===== src/rtl/nand2tetris_pkg.sv =====
// Shared constants and entry-state encoding for the Hack-word routing blocks.
package nand2tetris_pkg;

    localparam int HACK_WORD_W = 16;
    localparam int DROP_CNT_W  = 8;

    typedef enum logic {
        EMPTY = 1'b0,
        FULL  = 1'b1
    } entry_state_e;

endpackage : nand2tetris_pkg


===== src/rtl/dmux_nway_gate.sv =====
// Combinational 1-to-N demultiplexer: routes a single bit onto the selected channel,
// all-zero output when the select addresses a channel that does not exist.
module dmux_nway_gate #(
    parameter int CHANNELS = 8,
    localparam int SEL_W   = $clog2(CHANNELS)
) (
    input  logic                din_i,
    input  logic [SEL_W-1:0]    sel_i,
    output logic [CHANNELS-1:0] dout_o
);

    always_comb begin
        // NOTE: default first so every path assigns dout_o; otherwise a latch is inferred.
        dout_o = '0;
        for (int k = 0; k < CHANNELS; k++) begin
            if (sel_i == SEL_W'(k)) begin
                dout_o[k] = din_i;
            end
        end
    end

endmodule : dmux_nway_gate


===== src/rtl/dmux_nway_reg.sv =====
// One-entry registered N-way demultiplexer with valid/ready on every channel.
// Optional saturating drop counter for out-of-range selects: DMUX_NWAY_DROP_CNT_EN.
module dmux_nway_reg
    import nand2tetris_pkg::*;
#(
    parameter int  WIDTH    = HACK_WORD_W,
    parameter int  CHANNELS = 8,
    localparam int SEL_W    = $clog2(CHANNELS)
) (
    input  logic                      clk,
    input  logic                      reset,
    input  logic [WIDTH-1:0]          in_data,
    input  logic [SEL_W-1:0]          in_sel,
    input  logic                      in_valid,
    output logic                      in_ready,
    output logic [CHANNELS*WIDTH-1:0] out_data,
    output logic [CHANNELS-1:0]       out_valid,
    input  logic [CHANNELS-1:0]       out_ready
`ifdef DMUX_NWAY_DROP_CNT_EN
    ,
    output logic [DROP_CNT_W-1:0]     drop_count
`endif
);

    localparam logic [SEL_W:0] CH_LIM = (SEL_W+1)'(CHANNELS);

    entry_state_e     state_q, state_d;
    logic [WIDTH-1:0] data_q,  data_d;
    logic [SEL_W-1:0] sel_q,   sel_d;

    logic [CHANNELS-1:0] lane_en;
    logic                drain;
    logic                accept;
    logic                in_range;

    dmux_nway_gate #(
        .CHANNELS (CHANNELS)
    ) u_gate (
        .din_i  (state_q == FULL),
        .sel_i  (sel_q),
        .dout_o (lane_en)
    );

    // Only the held channel's ready can drain the entry; others are masked off here.
    assign drain    = |(lane_en & out_ready);
    assign in_ready = !reset && ((state_q == EMPTY) || drain);
    assign accept   = in_valid && in_ready;
    assign in_range = {1'b0, in_sel} < CH_LIM;

    assign out_valid = lane_en;

    for (genvar k = 0; k < CHANNELS; k++) begin : g_lane
        assign out_data[k*WIDTH +: WIDTH] = lane_en[k] ? data_q : '0;
    end

    always_comb begin
        state_d = state_q;
        data_d  = data_q;
        sel_d   = sel_q;
        if (drain) begin
            state_d = EMPTY;
        end
        if (accept && in_range) begin
            state_d = FULL;
            data_d  = in_data;
            sel_d   = in_sel;
        end
    end

    always_ff @(posedge clk) begin
        if (reset) begin
            // NOTE: non-blocking assignments for all sequential state avoid simulation races.
            state_q <= EMPTY;
            data_q  <= '0;
            sel_q   <= '0;
        end else begin
            state_q <= state_d;
            data_q  <= data_d;
            sel_q   <= sel_d;
        end
    end

`ifdef DMUX_NWAY_DROP_CNT_EN
    logic [DROP_CNT_W-1:0] drop_q, drop_d;

    always_comb begin
        drop_d = drop_q;
        if (accept && !in_range && (drop_q != '1)) begin
            drop_d = drop_q + 1'b1;
        end
    end

    always_ff @(posedge clk) begin
        if (reset) begin
            drop_q <= '0;
        end else begin
            drop_q <= drop_d;
        end
    end

    assign drop_count = drop_q;
`endif

endmodule : dmux_nway_reg


===== config.mk =====
export PLATFORM = sky130hd
export DESIGN_NAME = dmux_nway_reg
export DESIGN_NICKNAME = d
export VERILOG_FILES = /design/src/rtl/nand2tetris_pkg.sv /design/src/rtl/dmux_nway_gate.sv /design/src/rtl/dmux_nway_reg.sv
export SDC_FILE = /design/constraint.sdc
export NUM_CORES = 1
export LEC_CHECK = 0
export CAP_MARGIN = 20
export CORE_MARGIN = 2
export CORE_UTILIZATION = 33
export CTS_CLUSTER_DIAMETER = 40
export DETAILED_ROUTE_END_ITERATION = 10
export GPL_TIMING_DRIVEN = 0
export PLACE_DENSITY = 0.88
export SLEW_MARGIN = 20
export SYNTH_ARGS = -nofsm -noshare
export SYNTH_HDL_FRONTEND = slang
export SYNTH_HIERARCHICAL = 1
export SYNTH_SLANG_ARGS = --single-unit

===== constraint.sdc =====
create_clock -name clk -period 4.2 [get_ports clk]
set_input_delay 0.63 -clock clk [delete_from_list [all_inputs] [get_ports clk]]
set_output_delay 0.63 -clock clk [all_outputs]
set_load 0.05 [all_outputs]

* Word-level counts from Yosys, hierarchy flattened *
Cells that the tools add are included.

cells by class
  mux-type cells = 18
  divide/modulo/power cells = 0
  shift operators = 0
  equal/unequal tests = 7
  $add $sub $neg = 0
  bitwise logic cells = 2
  $lt $le $gt $ge = 0
  reduce and logical (&&, ||, !) cells = 7
  multiply operators = 0

operators with widths
  kind                  number
  $mux W16              8
  $eq A3 B3 Y1 const B  4
  $mux W1               10
  $and A8 B8 Y8         1
  $reduce_or A8 Y1      1
  $eq A3 B2 Y1 const B  2
  $eq A3 B1 Y1 const B  1
  $logic_not A3 Y1      1
  $logic_and A1 B1 Y1   2
  $reduce_bool A2 Y1    1
  $logic_not A1 Y1      1
  $logic_or A1 B1 Y1    1
  $not A1 Y1            1

word-level totals
  output and inout bits = 137
  flip-flop bits (word level) = 20
  word-level logic and storage cells = 37
  memory bits (writable) = 0
  bits in latches = 0
  memories = 0
  ROM bits = 0

* Longest topological paths before layout *
Gate-level depths: netlist of the first run.

  depth in word-level cells = 8
  gate-level depth with buffers = 7
  mapped depth without buffers = 5

* Modules after synthesis *
Netlist of the first run, hierarchy kept.

modules (own cells, without submodules)
  module          cells each  times used  area an instance (um^2)
  dmux_nway_reg   206         1           1634.1
  dmux_nway_gate  8           1           95.1

* Worst setup path before layout of the first run *
OpenSTA, ideal clock, no wires.

  kind = register to output
  start point = register sel_q[2]
  end point = output port in_ready
  required time = 3.570 ns
  buffers on the path = 1
  stages on the path, launching flop included = 6
  setup slack = 0.812 ns
  arrival = 2.758 ns
  path through = dfxtp_1 > nor4b_2 > nand2_1 > and3_1 > buf_6 > a21oi_1

on the way
  longest elaborated chain between the ends = 6

RTL lines
  element                 line                  RTL
  from (decl)             dmux_nway_reg.sv:29   logic [SEL_W-1:0] sel_q, sel_d;
  from (signal assigned)  dmux_nway_reg.sv:79   sel_q <= sel_d;
  $logic_not A3 Y1        dmux_nway_gate.sv:16  if (sel_i == SEL_W'(k)) begin
  $mux W1                 dmux_nway_gate.sv:16
  net out_valid[0]        dmux_nway_reg.sv:17   output logic [CHANNELS-1:0] out_valid,
  $and A8 B8 Y8           dmux_nway_reg.sv:45   assign drain = |(lane_en & out_ready);
  $reduce_or A8 Y1        dmux_nway_reg.sv:45
  $logic_or A1 B1 Y1      dmux_nway_reg.sv:46   assign in_ready = !reset && ((state_q == EMPTY) || drain);
  $logic_and A1 B1 Y1     dmux_nway_reg.sv:46
  to (decl)               dmux_nway_reg.sv:15   output logic in_ready,

The timed path passes the listed nets, and every way through them passes these cells.

* Final worst setup path of the first run *
  start point = register sel_q[2]
  end point = output port in_ready

on the way
  longest elaborated chain between the ends = 6

RTL lines
  element                               line
  $eq A3 B1 Y1 (tied with other cells)  dmux_nway_gate.sv:16
  $mux W1                               dmux_nway_gate.sv:16
  $and A8 B8 Y8 (*)                     dmux_nway_reg.sv:45
  $reduce_or A8 Y1 (*)                  dmux_nway_reg.sv:45
  $logic_or A1 B1 Y1 (*)                dmux_nway_reg.sv:46
  $logic_and A1 B1 Y1 (*)               dmux_nway_reg.sv:46

Mark *: on every way between the ends. The rest lies on a longest branch, timed or not.

==> impl_metrics.json, run 1 <==
{
  "cts_max_level": 1,
  "synthTopCellsByArea": "and2_1 (44%), dfxtp_1 (23%), a22o_1 (5.1%)",
  "critical_path.max_fanout": 10,
  "synthDominantCellAreaShare_pct": 44.1,
  "post-dp-hpwl_um": 5350,
  "powerDensity_mw_per_mm2": 170,
  "die_height_um": 76.4,
  "clk_root_buffer_cell": "clkbuf_8",
  "groute.layer.met3.usage_pct": 1.90,
  "final.setup.tns_ps": 0,
  "result_of_the_run": "finished, final reports clean",
  "cts.reportedPaths.clkPinSlew_ps": 80,
  "route.final.wire_length_um": 6820,
  "grt_pass1_wl_um": 10600,
  "cts-buffers-inserted": 3,
  "maximum_number_of_pins_on_one_net_before_global_route_repair": 13,
  "synth_enable_flop_cells": 0,
  "grt_use_met2_pct": 42.3,
  "timing_worst_slew_pin_value_ps": 711,
  "design.die.area_mm2": 0.00583,
  "rsz0062_at_grt": "no",
  "route.vias.total": 2090,
  "worst_path_max_delay_cell": "clkdlybuf4s50_1",
  "grt_overflow": 0,
  "nets": 415,
  "globalRoute.busiestLayer": "met2",
  "leakagePower_nw": 1.35,
  "startpoint_class_of_the_critical_path": "flip-flop",
  "floorplan.initialDensity_pct": 34.1,
  "route.detailed.drc": 0,
  "insertion_delay_ps": 260,
  "initialDrtViolationCount": 72,
  "synth-async-reset-ratio_pct": 0,
  "placeableCoreArea_mm2": 0.00507,
  "syn_avg_cell_area_um2": 8.08,
  "fmax_mhz": 296,
  "worstPathCellList": "nor4b_2, nand2_1, and3_1, buf_6, a21oi_1, clkdlybuf4s50_1",
  "vias_per_cell": 4.60,
  "worst_hold_path_type": "reg -> reg",
  "drtAntennaViolNets": 0,
  "post_cts_resized": 0,
  "antenna_found_initial": 0,
  "syn_inst": 214,
  "post-cts-setup-buffers": 0,
  "crit_arrival_ps": 2750,
  "endpoints_failing_hold": 0,
  "placed_cells": 450,
  "synth_cell_type_count": 28,
  "first_global_vias": 1962,
  "layout_min_cycle_time_ps": 3380,
  "yosysSeqAreaShare_pct": 23.2,
  "drt_pre_antenna_iters": 4,
  "final_max_slew_viol_count": 0,
  "total_number_of_clock_tree_sinks": 20,
  "gp_congestion": 0.777,
  "layout_cells_sized_above_1_pct": 7.29,
  "layout-area-overhead-vs-synth_pct": 105,
  "globalRouteMet1Util_pct": 26.6,
  "die_x_um": 76.4,
  "worstSetupEndpointType": "output pin",
  "top_level_ports": 167,
  "finalClockSkew_ps": 3.87,
  "slew_headroom_pct": 52.5,
  "total_power_uw": 604,
  "synth_cell_area_mm2": 0.00173,
  "worst_ep_required_time_ps": 3570,
  "clock_tree_from_tritoncts": "done",
  "yosysTopAreaCell": "and2_1",
  "grt_usage_pct": 22.3,
  "critical_path_type": "reg -> out",
  "antenna_cells_inserted": 0,
  "synth_fp_nets": 244,
  "stdcell_count": 454,
  "layout.filler_cells": 447,
  "ys.warnings.count": 6,
  "wl_per_cell_um": 15.0,
  "finalSetupViolations": 0,
  "holdBufCountCts": 0,
  "vdd_ir_drop_max_uv": 281,
  "layout_worst_path_cycle_share_pct": 80.4,
  "fin_hold_ws_ps": 638,
  "critical_path.max_stage_delay_ps": 830,
  "register_bit_count_reported_by_yosys": 20,
  "max_cap_viol_count": 0,
  "io_buffers": 166,
  "ys_dominant_reg_cell": "dfxtp_1",
  "rows": 26,
  "cts_max_path_buffers": 2
}
## metrics by stage
stage | area [um2] | util, % | setup slack (ps)
floorplan | 1730 | - | 812
global placement | 3480 | 68.5 | 1030
detailed placement | 3480 | 68.5 | 1070
CTS | 3550 | 69.9 | 835
global route | 3550 | 69.9 | 627
finish | 3550 | 69.9 | 824
## flip-flops by register name (all words and copies together), names as in the netlist
name	count
data_q	16
sel_q	3
state_q	1
## layout by cell type, fill, tap and decap left out, drive strengths merged, types with 2 or more instances in the layout
| cell | netlist | final |
|---|---|---|
| nor2 | 2 | 2 |
| clkbuf | 9 | 12 |
| and3 | 2 | 2 |
| o211ai | 3 | 3 |
| and4b | 3 | 3 |
| buf | 3 | 3 |
| inv | 2 | 2 |
| dfxtp | 20 | 20 |
| nand2 | 3 | 3 |
| nor2b | 3 | 3 |
| and2 | 128 | 128 |
| and4bb | 3 | 3 |
| nand3 | 6 | 6 |
| a21oi | 2 | 2 |
| clkdlybuf4s50 | 0 | 166 |
| a22o | 16 | 16 |
| a2bb2oi | 3 | 3 |
## kinds of logic (layout without fill, tap and decap cells)
logic type             Yosys count  after routing  synth area share, %
buffers and inverters           14            184                 4.56
and+or+nand+nor                152            152                 57.2
AOI/OAI and AO/OA               28             28                 15.1
DFF                             20             20                 23.2
## path summary, 6_finish.rpt
| kind | start | endpoint | slack [ps] | depth (start not counted) |
|---|---|---|---|---|
| worst max-delay path | sel_q[2] | in_ready | 820 | 6 |
| worst min-delay path | data_q[10] | data_q[10] | 640 | 1 |
| worst max register to register | sel_q[2] | data_q[9] | 1860 | 7 |
| worst min register to register | data_q[10] | data_q[10] | 640 | 1 |
## critical path: cells and delay by family, from the launching register on
kind | cells | cell delay, ps
AND/OR/NAND/NOR | 3 | 1000
buffers and inverters | 2 | 970
flip-flops | 1 | 390
AO/OA/AOI/OAI | 1 | 120
## synthesized netlist by cell type, drive strengths merged (2+ instances only)
cell type	count
a22o	16
a2bb2oi	3
nand3	6
inv	2
nor2	2
dfxtp	20
and2	128
nand2	3
buf	3
a21oi	2
clkbuf	9
o211ai	3
and4bb	3
and3	2
and4b	3
nor2b	3
## power by group
group | switching [mW] | internal [mW] | total [mW]
clock network | 0.0645 | 0.127 | 0.192
registers | 0.0343 | 0.205 | 0.240
logic | 0.0927 | 0.0805 | 0.173
## layer usage
metal	wire (um)	share of wire, %
met1	2840	42
met2	3600	53
met3	274	4.0
met4	98	1.4
met5	0	0
## cell type report
type	count	area [um2]	share of cell area [%]
timing repair buffer	166	1660	46.8
multi-input combinational	180	1250	35.2
sequential	20	400	11.3
tap	70	87.6	2.47
buffer	12	71.3	2.01
clock buffer	3	41.3	1.16
clock inverter	1	30.0	0.846
inverter	2	7.51	0.211
Note: power is estimated with default switching activity, not from simulation.
==> run 2: changes to the inputs <==
--- a/config.mk
+++ b/config.mk
@@ -7,11 +7,11 @@
 export LEC_CHECK = 0
 export CAP_MARGIN = 20
 export CORE_MARGIN = 2
-export CORE_UTILIZATION = 33
+export CORE_UTILIZATION = 30
 export CTS_CLUSTER_DIAMETER = 40
 export DETAILED_ROUTE_END_ITERATION = 10
 export GPL_TIMING_DRIVEN = 0
-export PLACE_DENSITY = 0.88
+export PLACE_DENSITY = 0.81
 export SLEW_MARGIN = 20
 export SYNTH_ARGS = -nofsm -noshare
 export SYNTH_HDL_FRONTEND = slang
==> constraint.sdc (replaced) <==
create_clock -name clk -period 3.3 [get_ports clk]
set_input_delay 0.495 -clock clk [delete_from_list [all_inputs] [get_ports clk]]
set_output_delay 0.495 -clock clk [all_outputs]
set_load 0.05 [all_outputs]
==> impl_metrics.json, run 2 (synthesized netlist as in run 1, its figures left out) <==
{
  "result_of_the_run": "finished, final reports clean",
  "layout-area-overhead-vs-synth_pct": 105,
  "largest_register_ffs": 16,
  "nets": 415,
  "critical_path.max_fanout": 10,
  "worstSetupEndpointType": "output pin",
  "route.detailed.drc": 0,
  "finalClockSkew_ps": 3.73,
  "antenna_cells_inserted": 0,
  "antenna_found_initial": 0,
  "die_x_um": 79.9,
  "io_buffers": 166,
  "maximum_number_of_pins_on_one_net_before_global_route_repair": 12,
  "wl_per_cell_um": 15.3,
  "critical_path_type": "reg -> out",
  "rsz0062_at_grt": "no",
  "route.vias.total": 2091,
  "top_level_ports": 167,
  "timing_worst_slew_pin_value_ps": 545,
  "final.setup.tns_ps": 0,
  "vdd_ir_drop_max_uv": 210,
  "worstPathCellList": "and4b_1, nand2_1, and3_4, buf_6, a21oi_1, clkdlybuf4s50_1",
  "post-dp-hpwl_um": 5490,
  "drt_pre_antenna_iters": 4,
  "layout_commonest_cell": "clkdlybuf4s50_1",
  "final_max_slew_viol_count": 0,
  "crit_arrival_ps": 2590,
  "initialDrtViolationCount": 45,
  "fmax_mhz": 324,
  "worst_path_max_delay_cell": "clkdlybuf4s50_1",
  "finalSetupViolations": 0,
  "clk_root_buffer_cell": "clkbuf_8",
  "die_height_um": 79.9,
  "startpoint_class_of_the_critical_path": "flip-flop",
  "worst_ep_required_time_ps": 2800,
  "rows": 27,
  "first_global_vias": 1873,
  "cts.reportedPaths.clkPinSlew_ps": 70,
  "grt_usage_pct": 20.4,
  "largest_registers": "data_q (16), sel_q (3), state_q (1)",
  "grt_overflow": 0,
  "layout_min_cycle_time_ps": 3080,
  "slew_headroom_pct": 63.6,
  "worst_hold_path_type": "reg -> reg",
  "placeableCoreArea_mm2": 0.00554,
  "clock_tree_from_tritoncts": "done",
  "total_number_of_clock_tree_sinks": 20,
  "fin_hold_ws_ps": 643,
  "cts_max_path_buffers": 2,
  "gp_congestion": 0.834,
  "cts-buffers-inserted": 3,
  "endpoints_failing_hold": 0,
  "vias_per_cell": 4.59,
  "critical_path.max_stage_delay_ps": 830,
  "route.final.wire_length_um": 6980,
  "insertion_delay_ps": 250,
  "design.die.area_mm2": 0.00639,
  "largest-register": "data_q",
  "final_cell_mix": "clkdlybuf4s50_1 (166), and2_1 (122), dfxtp_1 (20)",
  "cts_max_level": 1,
  "post-cts-setup-buffers": 0,
  "floorplan.initialDensity_pct": 31.2,
  "leakagePower_nw": 1.34,
  "layout_worst_path_cycle_share_pct": 93.5,
  "drtAntennaViolNets": 0,
  "max_cap_viol_count": 0,
  "layout_cells_sized_above_1_pct": 7.29,
  "grt_pass1_wl_um": 10200,
  "powerDensity_mw_per_mm2": 201
}
==> run 2: cell types whose count changed in the layout (fill, tap and decap cells not counted) <==
cell	before	now
nor4b_2	1	0
nor4b_4	0	1
clkbuf_8	3	4
bufinv_16	1	0
==> run 2: path summary, 6_finish.rpt <==
kind	startpoint	to	slack, ps	cells past startpoint
worst max-delay path	sel_q[1]	in_ready	220	6
worst min register to register	data_q[14]	data_q[14]	640	1
worst min-delay path	data_q[14]	data_q[14]	640	1
worst max register to register	sel_q[1]	data_q[6]	1140	7
==> run 2: area by class of cell <==
| type | count | area, um2 |
|---|---|---|
| Timing Repair Buffer | 166 | 1660 |
| Tap cell | 72 | 90.1 |
| Sequential cell | 20 | 400 |
| Buffer | 12 | 71.3 |
| Multi-Input combinational cell | 180 | 1260 |
| Clock buffer | 4 | 55.1 |
| Inverter | 2 | 7.51 |
| Fill cell | 520 | 2000 |
==> run 2: metal layers <==
| layer | track usage [%] | vias up | wire, um |
|---|---|---|---|
| met3 | 2.49 | 8 | 324 |
| met4 | 6.10 | 0 | 101 |
| met1 | 25.1 | 961 | 3000 |
| li1 | - | 1051 | - |
| met5 | 0 | - | 0 |
| met2 | 36.7 | 71 | 3560 |
==> run 2: per-stage QoR <==
stage / util, % / instances / area, um2 / setup slack (ps) / total power [mW]
3_5_place_dp: 62.8 / 452 / 3480 / 364 / 0.533
5_1_grt: 64.0 / 456 / 3540 / 115 / 0.742
3_3_place_gp: 62.8 / 452 / 3480 / 392 / 0.528
6_report: 64.0 / 456 / 3540 / 216 / 0.713
2_1_floorplan: - / 214 / 1730 / 47.1 / 0.427
4_1_cts: 63.8 / 456 / 3540 / 73.8 / 0.714
==> run 2: what timing repair did <==
| item | in CTS | in global routing |
|---|---|---|
| hold buffers | 0 | 0 |
| resized for setup | 0 | 1 |
| setup endpoints to repair | 0 | 1 |
==> run 2: worst max-delay path: cells and delay by family (launching register included) <==
| family | cells | cell delay [ps] |
|---|---|---|
| buffers and inverters | 2 | 970 |
| AND/OR/NAND/NOR | 3 | 730 |
| flip-flops | 1 | 500 |
| AO/OA/AOI/OAI | 1 | 140 |
==> run 2: report_power, final <==
group | internal, mW | switching (mW) | total [mW]
logic | 0.104 | 0.118 | 0.222
clock network | 0.106 | 0.0774 | 0.183
registers | 0.262 | 0.0462 | 0.308
total | 0.471 | 0.242 | 0.713
==> run 3: changes to the inputs <==
==> constraint.sdc (replaced) <==
create_clock -name clk -period 3.3 [get_ports clk]
set_input_delay 0.66 -clock clk [delete_from_list [all_inputs] [get_ports clk]]
set_output_delay 0.66 -clock clk [all_outputs]
set_load 0.05 [all_outputs]
==> impl_metrics.json, run 3 (synthesized netlist as in run 1, its figures left out) <==
{
  "result_of_the_run": "finished, final reports clean",
  "gp_congestion": 0.781,
  "sequentialPowerShare_pct": 44.9,
  "powerDensity_mw_per_mm2": 192,
  "regToRegSetupSlack_ps": 1100,
  "vdd_ir_drop_max_uv": 276,
  "share_clk_of_total_power_pct": 22.2,
  "largest_register_ffs": 16,
  "cell_int_power_uw": 449,
  "power_share_of_the_combinational_group_pct": 33.0,
  "final_cell_mix": "clkdlybuf4s50_1 (164), and2_1 (122), dfxtp_1 (20)",
  "final.setup.tns_ps": 0,
  "critical_path.max_stage_delay_ps": 810,
  "worst_ep_required_time_ps": 2640,
  "cts.reportedPaths.clkPinSlew_ps": 70,
  "worst_path_max_delay_cell": "clkdlybuf4s50_1",
  "layout_cells_sized_above_1_pct": 7.53,
  "p_sw_share_pct": 34.0,
  "placed_cells": 452,
  "final_max_slew_viol_count": 0,
  "cts_max_path_buffers": 2,
  "nets": 417,
  "critical_path_type": "reg -> out",
  "io_buffers": 166,
  "cts-buffers-inserted": 3,
  "wl_per_cell_um": 14.7,
  "worstPathCellList": "and4_2, clkbuf_1, and2_1, clkdlybuf4s50_1",
  "rows": 27,
  "insertion_delay_ps": 250,
  "layout_min_cycle_time_ps": 3110,
  "antenna_cells_inserted": 0,
  "total_number_of_clock_tree_sinks": 20,
  "largest_registers": "data_q (16), sel_q (3), state_q (1)",
  "startpoint_class_of_the_critical_path": "flip-flop",
  "rsz0062_at_grt": "no",
  "drt_pre_antenna_iters": 4,
  "finalSetupViolations": 0,
  "critical_path.max_fanout": 10,
  "critical_path.reg2reg.endpoint": "data_q[10]",
  "die_height_um": 79.9,
  "holdBufCountCts": 0,
  "antenna_found_initial": 0,
  "vias_per_cell": 4.56,
  "largest-register": "data_q",
  "grt_overflow": 0,
  "critical_path.reg2reg.startpoint": "sel_q[1]",
  "worst_hold_path_type": "reg -> reg",
  "floorplan.initialDensity_pct": 31.2,
  "crit_arrival_ps": 2450,
  "clk_root_buffer_cell": "clkbuf_8",
  "slew_headroom_pct": 64.0,
  "max_cap_viol_count": 0,
  "critPathBufInv": 2,
  "layout-area-overhead-vs-synth_pct": 105,
  "worst_path_dominant_cell_family": "buffers and inverters",
  "clock_tree_from_tritoncts": "done",
  "top_level_ports": 167,
  "fmax_mhz": 321,
  "layout_worst_path_cycle_share_pct": 94.4,
  "min_from": "data_q[8]",
  "r2r_cells": 7,
  "drtAntennaViolNets": 0,
  "post-dp-hpwl_um": 5400,
  "worstSetupEndpointType": "output pin",
  "timing_worst_slew_pin_value_ps": 539,
  "maximum_number_of_pins_on_one_net_before_global_route_repair": 11,
  "total_switching_power_uw": 231,
  "die_x_um": 79.9,
  "leakagePower_nw": 1.37,
  "route.final.wire_length_um": 6730,
  "design.die.area_mm2": 0.00639,
  "layout_commonest_cell": "clkdlybuf4s50_1",
  "first_global_vias": 1886,
  "stdcell_count": 457,
  "finalClockSkew_ps": 3.83,
  "route.detailed.drc": 0,
  "endpoints_failing_hold": 0,
  "initialDrtViolationCount": 60,
  "grt_usage_pct": 20.4,
  "hold_path_depth": 1,
  "placeableCoreArea_mm2": 0.00554,
  "cts_max_level": 1,
  "grt_pass1_wl_um": 10400,
  "route.vias.total": 2083,
  "worst_hold_end": "data_q[8]"
}
run 3: cell types whose count changed in the layout (fill, tap and decap cells not counted), sizes merged:
cell	delta
clkdlybuf4s50	-2
dlygate4sd2	+1
dlymetal6s2s	+1
buf	+2
clkbuf	-1
run 3: routing by layer:
metal / track usage (%) / share of wire, % / up-vias
met5: 0 / 0 / -
met4: 5.93 / 2.1 / 0
met3: 1.92 / 5.2 / 10
met2: 37.3 / 52 / 80
met1: 25.1 / 41 / 938
li1: - / - / 1055
run 3: cell type report:
| cell class | instances | area, um2 |
|---|---|---|
| plain buffers | 12 | 71.3 |
| clock buffers | 3 | 41.3 |
| fillers | 493 | 1990 |
| inverters | 2 | 7.51 |
| multi-input cells | 180 | 1260 |
| flip-flops and latches | 20 | 400 |
| well taps | 72 | 90.1 |
| repair buffers | 168 | 1680 |
run 3: worst max-delay path by stage:
stage,from,endpoint,cells past startpoint
floorplan,sel_q[2],in_ready,5
global placement,out_ready[1],in_ready,6
detailed placement,out_ready[1],in_ready,6
CTS,sel_q[2],out_data[12],4
global route,sel_q[2],out_data[72],4
finish,sel_q[1],out_data[121],4
run 3: power by group through the flow:
stage          Combinational (mW)  Sequential, mW  Clock, mW
3_5_place_dp                0.223           0.311          0
3_3_place_gp                0.220           0.310          0
4_1_cts                     0.222           0.306      0.157
2_1_floorplan               0.139           0.291          0
6_report                    0.224           0.305      0.151
5_1_grt                     0.239           0.313      0.166
run 3: what timing repair did:
action                                 in CTS  in global routing
setup buffers                               0                  2
endpoints found under the hold margin       0                  0
setup endpoints to repair                   1                 11
gates resized for setup                     1                  1
cloned                                      0                  0
run 3: per-stage QoR:
step	hold slack, ps	setup slack (ps)	util [%]	instance area (um2)	total power, mW
final	643	186	64.0	3550	0.680
after global routing	675	9.15	64.0	3550	0.718
after CTS	648	66.0	63.7	3530	0.686
after detailed placement	639	51.3	63.0	3490	0.534
after global placement	625	110	63.0	3490	0.530
after floorplan	527	288	-	1740	0.430
